`src/rtl/counter_pkg.sv`:
```
//------------------------------------------------------------------------------
// counter_pkg
// Shared direction and mode encodings for the up/down counter family.
// Rev 1.0
//------------------------------------------------------------------------------
`default_nettype none

package counter_pkg;
    typedef enum logic {DIR_DOWN = 1'b0, DIR_UP = 1'b1} dir_t;

    localparam bit MODE_WRAP = 1'b0;
    localparam bit MODE_SAT  = 1'b1;
endpackage

`default_nettype wire

```
`src/rtl/param_updown_counter_prescaler.sv`:
```
//------------------------------------------------------------------------------
// prescaler
// Divides enabled cycles by PRESCALE and emits a one-cycle tick; bypassed at 1.
// Rev 1.0
//------------------------------------------------------------------------------
`default_nettype none

module prescaler #(
    parameter int PRESCALE = 1
) (
    input  logic clk50m,
    input  logic rst,
    input  logic enable,
    input  logic restart,
    output logic tick
);

    generate
        if (PRESCALE == 1) begin : g_bypass
            logic w_unused;
            assign w_unused = &{1'b0, clk50m, rst, restart};
            assign tick     = enable;
        end else begin : g_div
            localparam int PW = $clog2(PRESCALE);
            localparam logic [PW-1:0] c_last = PW'(PRESCALE - 1);

            logic [PW-1:0] r_pre;
            logic          w_tick;

            assign w_tick = enable && (r_pre == c_last);
            assign tick   = w_tick;

            // Disabled cycles hold the phase; only restart or a tick rewinds it.
            always_ff @(posedge clk50m or posedge rst) begin
                if (rst) begin
                    r_pre <= '0;
                end else if (restart || w_tick) begin
                    r_pre <= '0;
                end else if (enable) begin
                    r_pre <= r_pre + 1'b1;
                end
            end
        end
    endgenerate

endmodule

`default_nettype wire

```
`src/rtl/param_updown_counter.sv`:
```
//------------------------------------------------------------------------------
// param_updown_counter
// Up/down counter with modulo bound, prescaler, load/clear and tc/ovf flags.
// Rev 1.0
//------------------------------------------------------------------------------
`default_nettype none

module param_updown_counter
    import counter_pkg::*;
#(
    parameter int WIDTH    = 8,
    parameter int MAX_VAL  = 255,
    parameter int PRESCALE = 1,
    parameter bit SATURATE = 1'b0
) (
    input  logic             clk50m,
    input  logic             rst,
    input  logic             enable,
    input  logic             dir,
    input  logic             clear,
    input  logic             load,
    input  logic [WIDTH-1:0] load_val,
    output logic [WIDTH-1:0] count,
    output logic             tc,
    output logic             ovf
);

    // Bound compared one bit wider so MAX_VAL = 2**WIDTH-1 cannot alias.
    localparam logic [WIDTH:0]   c_max_ext = (WIDTH + 1)'(MAX_VAL);
    localparam logic [WIDTH-1:0] c_max     = WIDTH'(MAX_VAL);

    logic [WIDTH-1:0] r_count;
    logic             r_tc;
    logic             r_ovf;

    logic             w_tick;
    logic             w_step;
    logic [WIDTH-1:0] w_count_new;
    logic             w_tc_new;
    logic             w_ovf_new;

    prescaler #(
        .PRESCALE (PRESCALE)
    ) u_prescaler (
        .clk50m  (clk50m),
        .rst     (rst),
        .enable  (enable),
        .restart (clear | load),
        .tick    (w_tick)
    );

    assign w_step = w_tick && !clear && !load;

    always_comb begin
        w_count_new = r_count;
        w_tc_new    = 1'b0;
        w_ovf_new   = r_ovf;
        if (clear) begin
            w_count_new = '0;
            w_ovf_new   = 1'b0;
        end else if (load) begin
            w_count_new = ({1'b0, load_val} > c_max_ext) ? c_max : load_val;
        end else if (w_step) begin
            if (dir_t'(dir) == DIR_UP) begin
                if ({1'b0, r_count} >= c_max_ext) begin
                    w_tc_new    = 1'b1;
                    w_ovf_new   = 1'b1;
                    w_count_new = (SATURATE == MODE_SAT) ? c_max : '0;
                end else begin
                    w_count_new = r_count + 1'b1;
                end
            end else begin
                if (r_count == '0) begin
                    w_tc_new    = 1'b1;
                    w_ovf_new   = 1'b1;
                    w_count_new = (SATURATE == MODE_SAT) ? '0 : c_max;
                end else begin
                    w_count_new = r_count - 1'b1;
                end
            end
        end
    end

    always_ff @(posedge clk50m or posedge rst) begin
        if (rst) begin
            r_count <= '0;
            r_tc    <= 1'b0;
            r_ovf   <= 1'b0;
        end else begin
            r_count <= w_count_new;
            r_tc    <= w_tc_new;
            r_ovf   <= w_ovf_new;
        end
    end

    assign count = r_count;
    assign tc    = r_tc;
    assign ovf   = r_ovf;

endmodule

`default_nettype wire

```
`config.mk`:
```
export PLATFORM = sky130hd
export DESIGN_NAME = param_updown_counter
export DESIGN_NICKNAME = d
export VERILOG_FILES = /design/src/rtl/counter_pkg.sv /design/src/rtl/param_updown_counter_prescaler.sv /design/src/rtl/param_updown_counter.sv
export SDC_FILE = /design/constraint.sdc
export NUM_CORES = 1
export LEC_CHECK = 0
export BUFFER_PORTS_ARGS = -buffer_cell sky130_fd_sc_hd__clkbuf_2
export CELL_PAD_IN_SITES_DETAIL_PLACEMENT = 1
export CELL_PAD_IN_SITES_GLOBAL_PLACEMENT = 1
export CORE_UTILIZATION = 38
export DETAILED_ROUTE_END_ITERATION = 16
export PLACE_DENSITY_LB_ADDON = 0.2
export SLEW_MARGIN = 20
export SYNTH_ARGS = -nofsm -noshare
export SYNTH_HDL_FRONTEND = slang
export SYNTH_HIERARCHICAL = 1
export SYNTH_SLANG_ARGS = --single-unit
```
`constraint.sdc`:
```
create_clock -name clk50m -period 2.1 [get_ports clk50m]
set_input_delay 0.21 -clock clk50m [delete_from_list [all_inputs] [get_ports clk50m]]
set_output_delay 0.21 -clock clk50m [all_outputs]
set_load 0.005 [all_outputs]
```
==> flow_summary.yaml <==
outcome:
  status: "complete, no violations"
die:
  die_area_um2: 2760
  initial_utilization_pct: 41.9
  io-pin-count: 24
  fp.dieW_um: 52.5
  row_count: 17
  die_h_um: 52.5
  core_region_area_um2: 2320
routing:
  firstDrtPassIters: 4
  drcViolationCount: 0
  vias: 941
  met1_length_um: 1310
  drtAntennaViolNets: 0
  dr_wl_met2_um: 1420
  wl_per_cell_um: 16.7
  routed_wl_um: 2820
  dr_wl_met3_um: 82
  top_layer: "met4"
  vias_per_cell: 5.57
  drtIter0Drc: 5
critical_path:
  path_cells: "inv_1 > ha_1 > nor3b_2 > a21oi_2 > a21oi_1 > nor2_1 > a2111oi_2"
  cp_max_fo: 9
  path_class: "reg -> reg"
  end_kind: "register"
  required_ps: 2260
  slowest_delay_ps: 470
  startpoint_type: "register"
  cp_slowest_cell: "dfrtp_1"
  cp.arrival_ps: 1990
min_path:
  worstHoldPathType: "in -> reg"
timing:
  rsz0062_at_grt: "false"
  fin_skew_ps: 5.13
  final.setup.tns_ps: 0
  fmax_ghz: 0.544
  period_needed_ps: 1840
  relSlewSlack_pct: 66.8
  maxSlewViolCount: 0
  setup_viol: 0
  setup_ws_ps: 262
  worstMarginPinSlew_ps: 498
  hold_viol: 0
  fin_crit_sh_pct: 87.5
placed_design:
  dpl_cell_area_um2: 1050
  place_ws_ps: 142
  place_hpwl_um: 2130
  place_congestion: 0.898
  placed_cells: 165
  io_buffer_count: 23
yosys:
  synth.distinct_cells: 42
  synthArstFlopShare_pct: 100
  synth_common_cells: "a21oi_1, nor2_1, dfrtp_1"
  yosys.area.top_type: "dfrtp_1"
  synth_area_um2: 971
  yosysMostFrequentCell: "a21oi_1"
  ys_seq_area_share_pct: 25.8
  yosys_warnings: 6
  avgSynthCellArea_um2: 7.96
  synthesis.nets: 139
  synth.ff_latch_count: 10
  ys.flop_type: "dfrtp_1"
  yosysTopAreaCellShare_pct: 25.8
  synth-edff-count: 0
  syn_inst: 122
  yosys-top-cells-area: "dfrtp_1, a21oi_1, nor2_1"
power_and_ir_drop:
  p_per_area_nw_per_um2: 545
  switching_share_pct: 38.2
  p_leak_nw: 0.486
  pwr-share-comb_pct: 35.0
  power.total_uw: 598
  power_frac_seq_pct: 41.3
  p_switching_uw: 229
  clkPwrFrac_pct: 23.6
  p_int_uw: 369
  peakVddDrop_uv: 528
clock_tree:
  clock_path_buffers: 2
  htreeDepth: 1
  path_clk_slew_ps: 70
  clk_latency_ps: 270
  cts_root_buffer: "clkbuf_4"
  numCtsBuffers: 3
  cts_tree: "done"
  numClockSinks: 10
  cts_setup_buffers: 0
grt:
  grt_pass1_vias: 948
  antenna_found_initial: 0
  grt_max_degree: 16
  overflow: 0
  grt_usage_pct: 23.3
  grt_pass1_wl_um: 4620
layout:
  fin_nets: 160
  final_layout_size_suffix_gt1_share_pct: 28.4
  design_area_um2: 1100
  multi_input_area_um2: 629
  syn2layout_area_growth_pct: 12.9
  register_area_um2: 250
  diodes: 0
  nFillCells: 299
  final-instance-count-excl-fill: 169
run:
  cap_violations: 0
## cell families (layout without fill, tap and decap cells)
group / count (synthesis) / after routing / share of synthesized area, %
simple gates: 49 / 49 / 29.3
compound gates: 39 / 39 / 26.0
buf+inv: 16 / 35 / 10.4
flops: 10 / 10 / 25.8
xor+xnor: 4 / 4 / 3.61
fa+ha+maj: 3 / 3 / 3.87
mux: 1 / 1 / 1.03
## final timing paths
check	start	to	slack, ps	cells after the start
worst max-delay path	count[0]$_DFFE_PP0P_	count[2]$_DFFE_PP0P_	260	7
max in group asynchronous	rst	count[0]$_DFFE_PP0P_	1320	3
worst min-delay path	load_val[6]	count[6]$_DFFE_PP0P_	180	3
worst max register to register	count[0]$_DFFE_PP0P_	count[2]$_DFFE_PP0P_	260	7
worst min register to register	ovf$_DFFE_PP0P_	ovf$_DFFE_PP0P_	490	1
min in group asynchronous	rst	tc$_DFF_PP0_	470	3
## area by class of cell
type	count	share of cell area, %
clock buffer	3	2.05
inverter	7	2.40
multi-input combinational	96	57.4
sequential	10	22.8
timing repair buffer	25	12.1
tap	28	3.20
## critical path: cells and delay by family, from the launching register on
| kind | cells | cell delay (ps) |
|---|---|---|
| adders and majority gates | 1 | 180 |
| buffers and inverters | 1 | 140 |
| AOI/OAI and AO/OA | 3 | 620 |
| and+or+nand+nor | 2 | 320 |
| DFF | 1 | 470 |
## placed cells by master, fill, tap and decap left out, types with 2 or more instances in the layout
cell type,synthesis,routed
a21oi_1,15,15
a21oi_2,2,2
and2b_2,4,4
clkbuf_2,0,23
clkbuf_4,0,3
dfrtp_1,10,10
ha_1,3,3
inv_1,7,7
nand2_1,8,8
nand3_1,2,2
nor2_1,14,14
nor2b_1,4,4
nor3_1,4,4
nor3b_1,5,3
nor3b_2,0,2
o21ai_0,9,9
xnor2_1,2,2
xor2_1,2,2
## registers in the layout, indices dropped and copies added (netlist names)
| register | cells |
|---|---|
| tc | 1 |
| ovf | 1 |
| count | 8 |
## what timing repair did
action,in CTS,in global routing
endpoints found under the setup margin,0,2
endpoints found under the hold margin,10,0
hold buffers,1,0
gates resized for setup,0,2
## routing by layer
metal / global-route usage [%] / vias to the layer above
li1: - / 482
met1: 29.1 / 437
met3: 6.09 / 2
met2: 40.3 / 20
met4: 3.51 / 0
met5: 0 / -
## power by group through the flow
| stage | registers, mW | logic [mW] | clock network (mW) |
|---|---|---|---|
| 2_1_floorplan | 0.230 | 0.168 | 0 |
| 3_3_place_gp | 0.249 | 0.202 | 0 |
| 3_5_place_dp | 0.250 | 0.205 | 0 |
| 4_1_cts | 0.246 | 0.208 | 0.142 |
| 5_1_grt | 0.251 | 0.235 | 0.159 |
| 6_report | 0.247 | 0.209 | 0.141 |
## stage by stage
stage / hold WS [ps] / utilization, %
detailed placement: 223 / 45.4
global route: 187 / 47.3
global placement: 205 / 45.4
CTS: 178 / 46.8
finish: 178 / 47.3
floorplan: 50.2 / -
No activity file was read; power rests on OpenSTA's default activity.
